**src/rtl/stack_cpu_p.sv**
```systemverilog
// stack_cpu_p: parametrised stack processor core.
// The data stack is held internally; program and data memory sit outside
// the core behind a synchronous-read port. The core has ready/valid input and
// output handshakes, CALL/RET, and a sticky fault state that is entered on
// stack overflow, stack underflow or an illegal opcode.
module stack_cpu_p #(
   parameter int DW    = 16,
   parameter int AW    = 12,
   parameter int DEPTH = 16
) (
   input  logic                   clk_i,
   input  logic                   rst_ni,
   input  logic                   run_i,
   input  logic [DW-1:0]          in_data_i,
   input  logic                   in_valid_i,
   output logic                   in_ready_o,
   output logic [DW-1:0]          out_data_o,
   output logic                   out_valid_o,
   input  logic                   out_ready_i,
   output logic [AW-1:0]          mem_addr_o,
   output logic                   mem_re_o,
   input  logic [DW-1:0]          mem_rdata_i,
   output logic                   mem_we_o,
   output logic [DW-1:0]          mem_wdata_o,
   output logic [AW-1:0]          pc_o,
   output logic [DW-1:0]          ir_o,
   output logic [DW-1:0]          qtop_o,
   output logic [$clog2(DEPTH):0] sp_o,
   output logic [3:0]             cs_o,
   output logic                   fault_o,
   output logic [1:0]             fault_code_o
);

   localparam int IW  = $clog2(DEPTH);
   localparam int SPW = IW + 1;

   localparam logic [SPW-1:0] SP_ONE  = SPW'(32'd1);
   localparam logic [SPW-1:0] SP_TWO  = SPW'(32'd2);
   localparam logic [SPW-1:0] SP_FULL = SPW'(DEPTH);
   localparam logic [IW-1:0]  IDX_ONE = IW'(32'd1);
   localparam logic [IW-1:0]  IDX_TWO = IW'(32'd2);
   localparam logic [DW-1:0]  ZERO_W  = {DW{1'b0}};
   localparam logic [DW-1:0]  ONE_W   = {{(DW-1){1'b0}}, 1'b1};

   localparam logic [3:0] OP_HALT  = 4'h0;
   localparam logic [3:0] OP_PUSHI = 4'h1;
   localparam logic [3:0] OP_PUSH  = 4'h2;
   localparam logic [3:0] OP_POP   = 4'h3;
   localparam logic [3:0] OP_JMP   = 4'h4;
   localparam logic [3:0] OP_JZ    = 4'h5;
   localparam logic [3:0] OP_JNZ   = 4'h6;
   localparam logic [3:0] OP_IN    = 4'h7;
   localparam logic [3:0] OP_OUT   = 4'h8;
   localparam logic [3:0] OP_OP    = 4'h9;
   localparam logic [3:0] OP_CALL  = 4'hA;
   localparam logic [3:0] OP_RET   = 4'hB;

   localparam logic [1:0] FC_NONE = 2'd0;
   localparam logic [1:0] FC_OVF  = 2'd1;
   localparam logic [1:0] FC_UNF  = 2'd2;
   localparam logic [1:0] FC_ILL  = 2'd3;

   typedef enum logic [3:0] {
      S_IDLE   = 4'd0,
      S_FETCHA = 4'd1,
      S_FETCHB = 4'd2,
      S_EXECA  = 4'd3,
      S_EXECB  = 4'd4,
      S_HALT   = 4'd5,
      S_FAULT  = 4'd6
   } state_e;

   // architectural state
   state_e            state_q, state_d;
   logic [AW-1:0]     pc_q, pc_d;
   logic [DW-1:0]     ir_q, ir_d;
   logic [SPW-1:0]    sp_q, sp_d;
   logic [DW-1:0]     out_data_q, out_data_d;
   logic              out_valid_q, out_valid_d;
   logic              fault_q, fault_d;
   logic [1:0]        fault_code_q, fault_code_d;
   logic [DW-1:0]     stk_q [DEPTH];

   // single stack write port
   logic              stk_we_s;
   logic [IW-1:0]     stk_wa_s;
   logic [DW-1:0]     stk_wd_s;

   // decode and stack views
   logic [3:0]        opcode_s;
   logic [4:0]        func_s;
   logic [DW-1:0]     imm_s;
   logic [AW-1:0]     addr_s;
   logic              empty_s, has2_s, full_s;
   logic [IW-1:0]     push_idx_s, top_idx_s, nxt_idx_s;
   logic [DW-1:0]     qtop_s, qnext_s;
   logic [DW-1:0]     alu_res_s;
   logic              alu_ok_s;
   logic [1:0]        err_s;

   // memory / input handshake strobes
   logic [AW-1:0]     mem_addr_s;
   logic              mem_re_s, mem_we_s, in_ready_s;
   logic [DW-1:0]     mem_wdata_s;

   assign opcode_s   = ir_q[DW-1:DW-4];
   assign func_s     = ir_q[4:0];
   assign imm_s      = {{4{ir_q[DW-5]}}, ir_q[DW-5:0]};
   assign addr_s     = ir_q[AW-1:0];
   assign empty_s    = (sp_q == {SPW{1'b0}});
   assign has2_s     = (sp_q >= SP_TWO);
   assign full_s     = (sp_q == SP_FULL);
   assign push_idx_s = sp_q[IW-1:0];
   assign top_idx_s  = push_idx_s - IDX_ONE;
   assign nxt_idx_s  = push_idx_s - IDX_TWO;
   assign qtop_s     = empty_s ? ZERO_W : stk_q[top_idx_s];
   assign qnext_s    = has2_s ? stk_q[nxt_idx_s] : ZERO_W;

   // ALU: binary ops combine qnext with qtop, unary ops transform qtop
   always_comb begin
      alu_res_s = ZERO_W;
      alu_ok_s  = 1'b1;
      if (!func_s[4]) begin
         case (func_s[3:0])
            4'd0:    alu_res_s = qnext_s + qtop_s;
            4'd1:    alu_res_s = qnext_s - qtop_s;
            4'd2:    alu_res_s = qnext_s & qtop_s;
            4'd3:    alu_res_s = qnext_s | qtop_s;
            4'd4:    alu_res_s = qnext_s ^ qtop_s;
            4'd5:    alu_res_s = qnext_s << qtop_s[3:0];
            4'd6:    alu_res_s = qnext_s >> qtop_s[3:0];
            4'd7:    alu_res_s = ($signed(qnext_s) < $signed(qtop_s)) ? ONE_W : ZERO_W;
            default: alu_ok_s  = 1'b0;
         endcase
      end else begin
         case (func_s[3:0])
            4'd0:    alu_res_s = ~qtop_s;
            4'd1:    alu_res_s = ZERO_W - qtop_s;
            4'd2:    alu_res_s = qtop_s + ONE_W;
            4'd3:    alu_res_s = qtop_s - ONE_W;
            default: alu_ok_s  = 1'b0;
         endcase
      end
   end

   // fault classification of the instruction held in ir
   always_comb begin
      err_s = FC_NONE;
      case (opcode_s)
         OP_PUSHI, OP_PUSH, OP_IN, OP_CALL: begin
            if (full_s) err_s = FC_OVF;
            else        err_s = FC_NONE;
         end
         OP_POP, OP_JZ, OP_JNZ, OP_OUT, OP_RET: begin
            if (empty_s) err_s = FC_UNF;
            else         err_s = FC_NONE;
         end
         OP_OP: begin
            if (!alu_ok_s)            err_s = FC_ILL;
            else if (func_s[4])       err_s = empty_s ? FC_UNF : FC_NONE;
            else if (!has2_s)         err_s = FC_UNF;
            else                      err_s = FC_NONE;
         end
         OP_HALT, OP_JMP: err_s = FC_NONE;
         default:         err_s = FC_ILL;
      endcase
   end

   // next-state, stack update and memory/handshake strobes
   always_comb begin
      state_d      = state_q;
      pc_d         = pc_q;
      ir_d         = ir_q;
      sp_d         = sp_q;
      out_data_d   = out_data_q;
      out_valid_d  = out_valid_q & ~out_ready_i;
      fault_d      = fault_q;
      fault_code_d = fault_code_q;
      stk_we_s     = 1'b0;
      stk_wa_s     = push_idx_s;
      stk_wd_s     = ZERO_W;
      mem_addr_s   = pc_q;
      mem_re_s     = 1'b0;
      mem_we_s     = 1'b0;
      mem_wdata_s  = qtop_s;
      in_ready_s   = 1'b0;
      case (state_q)
         S_IDLE, S_HALT: begin
            if (run_i) state_d = S_FETCHA;
            else       state_d = state_q;
         end
         S_FETCHA: begin
            mem_re_s = 1'b1;
            pc_d     = pc_q + {{(AW-1){1'b0}}, 1'b1};
            state_d  = S_FETCHB;
         end
         S_FETCHB: begin
            ir_d    = mem_rdata_i;
            state_d = S_EXECA;
         end
         S_EXECA: begin
            if (err_s != FC_NONE) begin
               // a faulting instruction leaves pc, stack and memory untouched
               state_d      = S_FAULT;
               fault_d      = 1'b1;
               fault_code_d = err_s;
            end else begin
               state_d = S_FETCHA;
               case (opcode_s)
                  OP_HALT: state_d = S_HALT;
                  OP_PUSHI: begin
                     stk_we_s = 1'b1;
                     stk_wd_s = imm_s;
                     sp_d     = sp_q + SP_ONE;
                  end
                  OP_PUSH: begin
                     mem_addr_s = addr_s;
                     mem_re_s   = 1'b1;
                     state_d    = S_EXECB;
                  end
                  OP_POP: begin
                     mem_addr_s = addr_s;
                     mem_we_s   = 1'b1;
                     sp_d       = sp_q - SP_ONE;
                  end
                  OP_JMP: pc_d = addr_s;
                  OP_JZ, OP_JNZ: begin
                     if ((qtop_s == ZERO_W) == (opcode_s == OP_JZ)) pc_d = addr_s;
                     else                                           pc_d = pc_q;
                     sp_d = sp_q - SP_ONE;
                  end
                  OP_IN: begin
                     in_ready_s = 1'b1;
                     if (in_valid_i) begin
                        stk_we_s = 1'b1;
                        stk_wd_s = in_data_i;
                        sp_d     = sp_q + SP_ONE;
                     end else begin
                        state_d = S_EXECA;
                     end
                  end
                  OP_OUT: begin
                     // reload wins over the clear from a same-cycle handshake
                     if (!out_valid_q || out_ready_i) begin
                        out_data_d  = qtop_s;
                        out_valid_d = 1'b1;
                        sp_d        = sp_q - SP_ONE;
                     end else begin
                        state_d = S_EXECA;
                     end
                  end
                  OP_OP: begin
                     stk_we_s = 1'b1;
                     stk_wd_s = alu_res_s;
                     if (func_s[4]) begin
                        stk_wa_s = top_idx_s;
                     end else begin
                        stk_wa_s = nxt_idx_s;
                        sp_d     = sp_q - SP_ONE;
                     end
                  end
                  OP_CALL: begin
                     stk_we_s = 1'b1;
                     stk_wd_s = {{(DW-AW){1'b0}}, pc_q};
                     sp_d     = sp_q + SP_ONE;
                     pc_d     = addr_s;
                  end
                  OP_RET: begin
                     pc_d = qtop_s[AW-1:0];
                     sp_d = sp_q - SP_ONE;
                  end
                  default: state_d = S_FAULT;
               endcase
            end
         end
         S_EXECB: begin
            stk_we_s = 1'b1;
            stk_wd_s = mem_rdata_i;
            sp_d     = sp_q + SP_ONE;
            state_d  = S_FETCHA;
         end
         S_FAULT: state_d = S_FAULT;
         default: state_d = S_IDLE;
      endcase
   end

   // state registers with asynchronous active-low reset
   always_ff @(posedge clk_i or negedge rst_ni) begin
      if (!rst_ni) begin
         state_q      <= S_IDLE;
         pc_q         <= {AW{1'b0}};
         ir_q         <= {DW{1'b0}};
         sp_q         <= {SPW{1'b0}};
         out_data_q   <= {DW{1'b0}};
         out_valid_q  <= 1'b0;
         fault_q      <= 1'b0;
         fault_code_q <= 2'd0;
         for (int i = 0; i < DEPTH; i++) stk_q[i] <= {DW{1'b0}};
      end else begin
         state_q      <= state_d;
         pc_q         <= pc_d;
         ir_q         <= ir_d;
         sp_q         <= sp_d;
         out_data_q   <= out_data_d;
         out_valid_q  <= out_valid_d;
         fault_q      <= fault_d;
         fault_code_q <= fault_code_d;
         if (stk_we_s) stk_q[stk_wa_s] <= stk_wd_s;
      end
   end

   assign in_ready_o   = in_ready_s;
   assign out_data_o   = out_data_q;
   assign out_valid_o  = out_valid_q;
   assign mem_addr_o   = mem_addr_s;
   assign mem_re_o     = mem_re_s;
   assign mem_we_o     = mem_we_s;
   assign mem_wdata_o  = mem_wdata_s;
   assign pc_o         = pc_q;
   assign ir_o         = ir_q;
   assign qtop_o       = qtop_s;
   assign sp_o         = sp_q;
   assign cs_o         = state_q;
   assign fault_o      = fault_q;
   assign fault_code_o = fault_code_q;

endmodule

```
**config.mk**
```make
export PLATFORM = sky130hd
export DESIGN_NAME = stack_cpu_p
export DESIGN_NICKNAME = d
export VERILOG_FILES = /design/src/rtl/stack_cpu_p.sv
export SDC_FILE = /design/constraint.sdc
export NUM_CORES = 1
export LEC_CHECK = 0
export CAP_MARGIN = 10
export CELL_PAD_IN_SITES_DETAIL_PLACEMENT = 1
export CELL_PAD_IN_SITES_GLOBAL_PLACEMENT = 1
export CORE_ASPECT_RATIO = 0.6
export CORE_MARGIN = 4
export CORE_UTILIZATION = 30
export CTS_BUF_LIST = sky130_fd_sc_hd__clkbuf_2 sky130_fd_sc_hd__clkbuf_4 sky130_fd_sc_hd__clkbuf_8
export DETAILED_ROUTE_END_ITERATION = 16
export PLACE_DENSITY_LB_ADDON = 0.1
export SKIP_LAST_GASP = 1
export SYNTH_ARGS = -nofsm -noshare
export SYNTH_HDL_FRONTEND = slang
export SYNTH_SLANG_ARGS = --single-unit
```
**constraint.sdc**
```tcl
create_clock -name clk_i -period 11.91 [get_ports clk_i]
set_clock_uncertainty 0.2 [all_clocks]
set_input_delay 2.382 -clock clk_i [delete_from_list [all_inputs] [get_ports clk_i]]
set_output_delay 2.382 -clock clk_i [all_outputs]
set_load 0.02 [all_outputs]
```
After elaboration in Yosys (flattened, before gate mapping)
Index checks and enable logic that the tools add are counted.
{ "classes": {"magnitude_cmp": 6, "reduce_logical": 28, "n_bitwise": 10, "n_shift": 2, "add_sub_neg": 10, "n_eq_ne": 34, "n_mux": 68} }
{ "ops": {"columns": ["op", "count"], "rows": [
  ["$bwmux W256", 1],
  ["$mux W16", 10],
  ["$bmux W16 S4", 2],
  ["$pmux W16 S4", 2],
  ["$pmux W16 S8", 1],
  ["$demux W16 S4", 1],
  ["$mux W12", 5],
  ["$eq A4 B3 Y1 const B", 11],
  ["$pmux W12 S3", 1],
  ["$pmux W16 S2", 1],
  ["$pmux W5 S5", 1],
  ["$eq A4 B2 Y1 const B", 6],
  ["$pmux W12 S2", 1],
  ["$pmux W4 S6", 1],
  ["$mux W4", 5],
  ["$mux W5", 4],
  ["$mux W1", 19],
  ["$add A16 B1 Y16 const B", 1],
  ["$add A16 B16 Y16", 1],
  ["$and A16 B16 Y16", 1],
  ["$eq A4 B4 Y1 const B", 4],
  ["$logic_not A16 Y1", 1],
  ["$lt A16 B16 Y1", 1],
  ["$not A16 Y16", 1],
  ["45 further kinds", 76]
]} }
{ "totals": {"out_inout_bits": 104, "register_bits": 313, "word_cells": 182, "inputBits": 37} }

Longest topological paths before layout
Gate-level depths: netlist of run 1.
{ "logic_depth": {"ltp_word": 15, "depth_mapped": 32, "mapped_depth_nobuf": 19} }

Worst setup path after synthesis of run 1
No wires, ideal clock.
{ "synth_timing": {"path_kind": "reg-to-reg", "startpoint": "register sp_q[0], in the netlist sp_o[0]", "endpoint": "register stk_q[12] in the netlist's numbering", "slack_ns": 4.903, "period_less_slack_ns": 7.007, "arrival_time_ns": 6.674, "path_buffers": 14, "path_stages_with_launch": 33, "path_cell_list": "dfrtp_1 buf_6 buf_6 buf_6 buf_6 buf_6 buf_2 inv_1 ha_1 buf_6 buf_6 buf_6 buf_6 mux4_2 mux2i_1 o22a_2 inv_4 buf_4 buf_4 buf_4 ha_1 fa_1 nor2b_1 o2111ai_1 nand3_1 a221oi_1 o41a_1 xnor2_1 a22oi_1 or4bb_1 o311ai_2 clkbuf_1 o21ai_0"} }
{ "synth_between": {"word_cells_on_any_way": 52, "classes_between": "7 x add/sub; 3 x order compare; 1 x eq/ne; 2 x shift; 29 x mux; 7 x bitwise; 3 x reduce/logical"} }
{ "synth_rtl": {"columns": ["item", "line", "text"], "rows": [
  ["start, declared", "77", "logic [SPW-1:0] sp_q, sp_d;"],
  ["start signal, assigned", "293", "sp_q <= {SPW{1'b0}};"],
  ["start signal, assigned", "303", "sp_q <= sp_d;"],
  ["$sub A4 B1 Y4", "114", "assign top_idx_s = push_idx_s - IDX_ONE;"],
  ["$not A4 Y5 (not written as such)", "116", "assign qtop_s = empty_s ? ZERO_W : stk_q[top_idx_s];"],
  ["$bmux W16 S4", "116", null],
  ["$mux W16 (not written as such) (2 in series)", "116", null],
  ["$mux W16 (*)", "116", null],
  ["via mem_wdata_o[0]", "24", "output logic [DW-1:0] mem_wdata_o,"],
  ["$sub A16 B16 Y16, or another cell as far along", "126", "4'd1: alu_res_s = qnext_s - qtop_s;"],
  ["$pmux W16 S8 / $pmux W16 S4 (equally long branches)", "124, 136", null],
  ["$mux W16 (*)", "123", "if (!func_s[4]) begin"],
  ["$pmux W16 S4 (*)", "209", "case (opcode_s)"],
  ["$mux W16 (*)", "202", "if (err_s != FC_NONE) begin"],
  ["$pmux W16 S2 (*)", "187", "case (state_q)"],
  ["$bwmux W256 (*)", "308", "if (stk_we_s) stk_q[stk_wa_s] <= stk_wd_s;"],
  ["end signal, assigned by index", "308", null],
  ["end, declared", "82", "logic [DW-1:0] stk_q [DEPTH];"]
]} }
Mark *: on every way through the listed nets, which the timed path passes. The rest lies on a longest branch. The select of a mux whose other input is x is not followed.
A chain may end at the register's enable or synchronous reset.

Worst setup path after layout of run 1
{ "layout_timing": {"startpoint": "register sp_q[1], in the netlist sp_o[1]", "endpoint": "output qtop_o[10]"} }
{ "layout_between": {"elab_chain_len": 6, "word_cells_on_any_way": 7, "classes_between": "1 x add/sub; 4 x mux; 1 x bitwise; 1 x reduce/logical"} }
{ "layout_rtl": {"columns": ["item", "line", "text"], "rows": [
  ["$sub A4 B1 Y4", "114", null],
  ["$not A4 Y5 (not written as such)", "116", null],
  ["$bmux W16 S4", "116", null],
  ["$mux W16 (not written as such) (2 in series)", "116", null],
  ["$mux W16 (*)", "116", null],
  ["end, declared", "27", "output logic [DW-1:0] qtop_o,"]
]} }
Every way passes the cells marked *; elsewhere a longest branch is shown, timed or not. The select of a mux whose other input is x is not followed.

==> results.sh, run 1 <==
export IMPL_dieArea_sq_mm=0.0827
export IMPL_synthXorXnorAreaFrac=0.0123
export IMPL_r2r_start="sp_o[1]"
export IMPL_power_frac_comb=0.661
export IMPL_min_period_ns=8.39
export IMPL_syn_inst=2473
export IMPL_whs_path_depth=2
export IMPL_cts_resized=0
export IMPL_synth_area_leaders="dfrtp_1 33%, mux4_2 13%, nand2_1 6.1%"
export IMPL_postCtsSetupRepairBufs=0
export IMPL_yosysWarnings=0
export IMPL_synthTopCellsByCount="381 x nand2_1, 312 x dfrtp_1, 219 x o21ai_0"
export IMPL_drive_gt1_frac=0.175
export IMPL_via_count=21500
export IMPL_syn_avg_cell_area_sq_um=9.46
export IMPL_setup_viol=0
export IMPL_crit_arrival_ns=5.81
export IMPL_synth_area_mux_share=0.206
export IMPL_p_clk_frac=0.142
export IMPL_ctsHoldBuffers=0
export IMPL_rows=79
export IMPL_clockBufferDepth=3
export IMPL_seq_area_frac_synth=0.334
export IMPL_grt_setup_unrepaired="false"
export IMPL_cp_start_kind="register"
export IMPL_vias_per_cell=5.91
export IMPL_top_layer="met5"
export IMPL_drtPass1Iterations=6
export IMPL_hold_class="register to register"
export IMPL_holdPathEnd="out_data_o[4]"
export IMPL_hpwl_um=81200
export IMPL_ys_flop_type="dfrtp_1"
export IMPL_worst_slack_ns=3.52
export IMPL_synth_cell_types=109
export IMPL_fin_hold_ws_ns=0.288
export IMPL_grt_max_degree=74
export IMPL_ir_worst_vdd_mv=0.178
export IMPL_synth_nets=2585
export IMPL_cts_tree="yes"
export IMPL_ys_seq_elements=312
export IMPL_stdcell_count=3632
export IMPL_required_ns=9.33
export IMPL_ctsHtreeMaxLevel=2
export IMPL_numPlacedInstances=3535
export IMPL_rrSetupSlack_ns=3.83
export IMPL_hold_start="out_data_o[4]"
export IMPL_p_per_area_mw_per_mm2=296
export IMPL_relSlewSlack=0.160
export IMPL_drv_cap=0
export IMPL_coreArea_sq_mm=0.0774
export IMPL_clk_pin_slew_worst_paths_ns=0.06
export IMPL_synth_top_area_frac=0.334
export IMPL_die_y_um=224
export IMPL_grtUsageTotal=0.262
export IMPL_netlist_area_sq_mm=0.0234
export IMPL_end_kind="output pin"
export IMPL_antennaDiodeCount=0
export IMPL_fin_crit_sh=0.704
export IMPL_grt_ovfl_total=0
export IMPL_synthSimpleGateAreaFrac=0.152
export IMPL_setup_tns_ns=0
export IMPL_wl_met2_um=42500
export IMPL_start_util=0.302
export IMPL_r2r_cells=18
export IMPL_hold_viol_final=0
export IMPL_p_leak_nw=11.0
export IMPL_wire_per_inst_um=30.4
export IMPL_p_seq_frac=0.196
export IMPL_worst_setup_path_type="register to output pin"
export IMPL_synth_compound_area_share=0.194
export IMPL_status="complete, no violations"
export IMPL_synth_most_common_cell="nand2_1"
export IMPL_drc_errors=0
export IMPL_clock_fmax_mhz=119
export IMPL_route_met3_wl_um=11600
export IMPL_grt_pass1_wl_um=160000
export IMPL_die_w_um=369
export IMPL_nets=2651
export IMPL_clock_latency_ns=0.74
export IMPL_antenna_found_initial=3
export IMPL_drv_slew=0
export IMPL_grt_pass1_vias=21800
export IMPL_cts_root_buf="clkbuf_8"
export IMPL_wl_met1_um=54400
export IMPL_cts_buffers=54
export IMPL_synth_area_leader_cell="dfrtp_1"
export IMPL_synth_adder_area_share=0.0411
export IMPL_cts_sinks=312
export IMPL_ys_async_sr_fraction=1.00
export IMPL_synth_top_family_by_area="multiplexers"
export IMPL_port_buffers=139
export IMPL_fin_util=0.347
export IMPL_wl_um=111000
export IMPL_p_switching_w=0.00424
export IMPL_p_sw_frac=0.534
export IMPL_initialDrtViolationCount=1989
export IMPL_pin_count=141
export IMPL_gp_congestion=0.979
export IMPL_dp_slack_ns=3.93
export IMPL_tightest_slew_ns=1.26
export IMPL_synthToLayoutAreaGrowth_pct=14.7
export IMPL_synth_edf_count=0
export IMPL_intPower_w=0.00370
export IMPL_worstReg2RegEnd="stk_q[123]"
export IMPL_ant_nets=0
export IMPL_worstPathMaxFanout=37
-- cells in the final DEF (no fill, tap or decap), types with 70 or more instances in the layout --
cell type,instances
a21oi_1,143
nand2_1,381
dfrtp_1,309
clkdlybuf4s50_1,138
buf_4,85
mux2i_1,100
nor2_1,186
o21ai_0,219
mux4_2,132
ha_1,70
-- metal layers --
metal / vias up / global-route usage
li1: 9291 / -
met1: 11200 / 0.402
met2: 849 / 0.345
met3: 118 / 0.0981
met4: 6 / 0.0488
met5: - / 0.0238
-- worst max-delay path: stages (launching register included) --
cell	delay [ns]
dfrtp_4	0.83
inv_1	0.33
ha_4	0.76
buf_4	0.50
buf_4	0.42
mux4_2	0.59
mux4_2	0.47
nand2_1	0.40
inv_2	0.19
clkdlybuf4s50_1	0.59
-- state kept, by name (all words and copies together) (netlist names) --
signal,flops
sp_o,5
stk_q,256
ir_o,16
out_data_o,16
fault_o,1
out_valid_o,1
fault_code_o,2
cs_o,3
pc_o,12
-- kinds of logic (layout without fill, tap and decap cells) --
family / count (synthesis) / in the layout
AO/OA/AOI/OAI: 688 / 688
adder cells (fa/ha/maj): 75 / 75
other: 1 / 1
AND/OR/NAND/NOR: 795 / 795
flip-flops: 312 / 312
buffers and inverters: 275 / 381
XOR/XNOR: 29 / 29
multiplexers: 298 / 298
-- worst max-delay path by stage --
| stage | cells after the start | start | slack [ns] | endpoint |
|---|---|---|---|---|
| after CTS | 9 | sp_o[1] | 3.38 | mem_wdata_o[15] |
| after global routing | 9 | sp_o[1] | 3.22 | mem_wdata_o[10] |
| after floorplan | 32 | sp_o[0] | 4.90 | stk_q[12] |
| after detailed placement | 16 | sp_o[1] | 3.93 | stk_q[123] |
| after global placement | 21 | sp_o[1] | 4.05 | stk_q[190] |
| final | 9 | sp_o[1] | 3.52 | qtop_o[10] |
-- per-stage QoR --
step | total power, W | area, sq um
floorplan | 0.00478 | 23400
global placement | 0.00662 | 25600
detailed placement | 0.00666 | 25600
CTS | 0.00784 | 26800
global route | 0.00831 | 26800
finish | 0.00793 | 26800
-- power by group through the flow --
stage          clock [W]  sequential [W]  combinational (W)
2_1_floorplan          0         0.00148            0.00330
5_1_grt          0.00122         0.00159            0.00551
6_report         0.00113         0.00156            0.00525
3_3_place_gp           0         0.00156            0.00506
4_1_cts          0.00117         0.00155            0.00512
3_5_place_dp           0         0.00157            0.00510
-- final cells by class --
cell class	count	area, sq um
repair buffers	224	2030
inverters	61	231
flip-flops and latches	312	7820
fillers	8749	50600
clock buffers	85	1040
well taps	1053	1320
clock inverters	11	141
multi-input cells	1886	14300
Power figures use the tool's default switching activity.
==> run 2: changes to the inputs <==
- clock period: 11.91 -> 8.75 ns (I/O delays scaled with it)
==> results.sh, run 2 (same netlist as run 1, synthesis figures left out) <==
export IMPL_hold_class="register to register"
export IMPL_start_util=0.302
export IMPL_grtUsageTotal=0.268
export IMPL_clock_fmax_mhz=135
export IMPL_largest_reg_flops=256
export IMPL_fin_crit_sh=0.849
export IMPL_critPathMaxStageDelay_ns=0.69
export IMPL_worstPathMaxFanout=16
export IMPL_min_period_ns=7.42
export IMPL_tightest_slew_ns=1.14
export IMPL_ir_worst_vdd_mv=0.200
export IMPL_drtPass1Iterations=5
export IMPL_clock_latency_ns=0.72
export IMPL_setup_tns_ns=0
export IMPL_fin_util=0.349
export IMPL_fillers=8808
export IMPL_synthToLayoutAreaGrowth_pct=15.4
export IMPL_pin_count=141
export IMPL_die_w_um=369
export IMPL_crit_arrival_ns=7.78
export IMPL_numPlacedInstances=3555
export IMPL_drv_cap=0
export IMPL_worst_path_buf_inv=4
export IMPL_antennaDiodeCount=0
export IMPL_postCtsSetupRepairBufs=0
export IMPL_hold_viol_final=0
export IMPL_drc_errors=0
export IMPL_worstPathCellList="inv_1 > ha_4 > buf_4 > mux4_4 > mux4_2 > nand2_1 > inv_1 > ha_1 > or3_1 > a31oi_1 > o31a_1 > o21a_1 > xnor2_1 > o21ai_0 > a2111oi_2 > o2111ai_1 > a21oi_2 > buf_4 > o31ai_1"
export IMPL_cts_sinks=312
export IMPL_wl_um=113000
export IMPL_grt_setup_unrepaired="false"
export IMPL_port_buffers=139
export IMPL_vias_per_cell=5.96
export IMPL_ant_nets=0
export IMPL_cts_resized=0
export IMPL_drive_gt1_frac=0.182
export IMPL_path_delay_family="compound AO/OA/AOI/OAI gates"
export IMPL_layout_common_cells="381 x nand2_1, 309 x dfrtp_1, 219 x o21ai_0"
export IMPL_status="complete, no violations"
export IMPL_wire_per_inst_um=30.9
export IMPL_layout_area_seq_sq_mm=0.00782
export IMPL_grt_max_degree=151
export IMPL_p_per_area_mw_per_mm2=404
export IMPL_rows=79
export IMPL_drv_slew=0
export IMPL_dieArea_sq_mm=0.0827
export IMPL_nets=2673
export IMPL_setup_viol=0
export IMPL_finalPower_w=0.0109
export IMPL_grt_pass1_vias=21900
export IMPL_required_ns=9.10
export IMPL_grt_pass1_wl_um=163000
export IMPL_gp_congestion=0.991
export IMPL_regMostFlops="stk_q"
export IMPL_clk_pin_slew_worst_paths_ns=0.08
export IMPL_cts_tree="yes"
export IMPL_multi_input_area_sq_mm=0.0143
export IMPL_grt_ovfl_total=0
export IMPL_via_count=21800
export IMPL_coreArea_sq_mm=0.0774
export IMPL_stdcell_count=3652
export IMPL_hpwl_um=83400
export IMPL_dp_slack_ns=1.58
export IMPL_initialDrtViolationCount=2281
export IMPL_cp_slowest_cell="mux4_4"
export IMPL_worst_setup_path_type="register to register"
export IMPL_cts_root_buf="clkbuf_8"
export IMPL_die_y_um=224
export IMPL_worst_slack_ns=1.33
export IMPL_end_kind="register"
export IMPL_antenna_found_initial=3
export IMPL_ctsHoldBuffers=0
export IMPL_clockBufferDepth=3
export IMPL_p_leak_nw=11.1
export IMPL_ctsHtreeMaxLevel=2
export IMPL_final_common_cell="nand2_1"
export IMPL_cp_start_kind="register"
export IMPL_relSlewSlack=0.233
export IMPL_cts_buffers=56
==> run 2: metrics by stage <==
| stage | hold WS [ns] | cell area [sq um] |
|---|---|---|
| 5_1_grt | 0.317 | 27000 |
| 4_1_cts | 0.291 | 27000 |
| 3_3_place_gp | 0.260 | 25800 |
| 2_1_floorplan | 0.258 | 23400 |
| 3_5_place_dp | 0.272 | 25800 |
| 6_report | 0.287 | 27000 |
==> run 2: layer usage <==
layer / GRT usage / routed length (um) / up-vias
met5: 0 / 23 / -
met2: 0.353 / 43600 / 868
met1: 0.436 / 58000 / 11500
li1: - / - / 9336
met3: 0.0717 / 10100 / 98
met4: 0.0368 / 1290 / 4
==> run 2: worst paths after layout <==
check / startpoint / to / slack [ns] / cells past startpoint
max in group asynchronous: rst_ni / sp_o[1] / 5.84 / 2
min in group asynchronous: rst_ni / stk_q[103] / 0.90 / 1
min: out_data_o[3] / out_data_o[3] / 0.29 / 2
max: sp_o[0] / stk_q[187] / 1.33 / 19
min reg2reg: out_data_o[3] / out_data_o[3] / 0.29 / 2
max reg2reg: sp_o[0] / stk_q[187] / 1.33 / 19
==> run 2: final cells by class <==
class | count | share of cell area
clock inverters | 7 | 0.00213
repair buffers | 244 | 0.0821
multi-input cells | 1886 | 0.528
flip-flops and latches | 312 | 0.290
inverters | 61 | 0.00858
well taps | 1053 | 0.0488
clock buffers | 89 | 0.0407
==> run 2: worst min-delay path, stage by stage, from the launching register on <==
cell and delay (ns):
dfrtp_1 0.34, nand2_1 0.05, o21ai_0 0.06
==> run 2: power by group <==
group	switching [W]	total [W]	leakage (nW)	internal [W]
combinational	0.00475	0.00734	6.25	0.00259
clock	0.000712	0.00151	0.613	0.000794
sequential	0.000362	0.00206	4.21	0.00170
total	0.00583	0.0109	11.1	0.00508
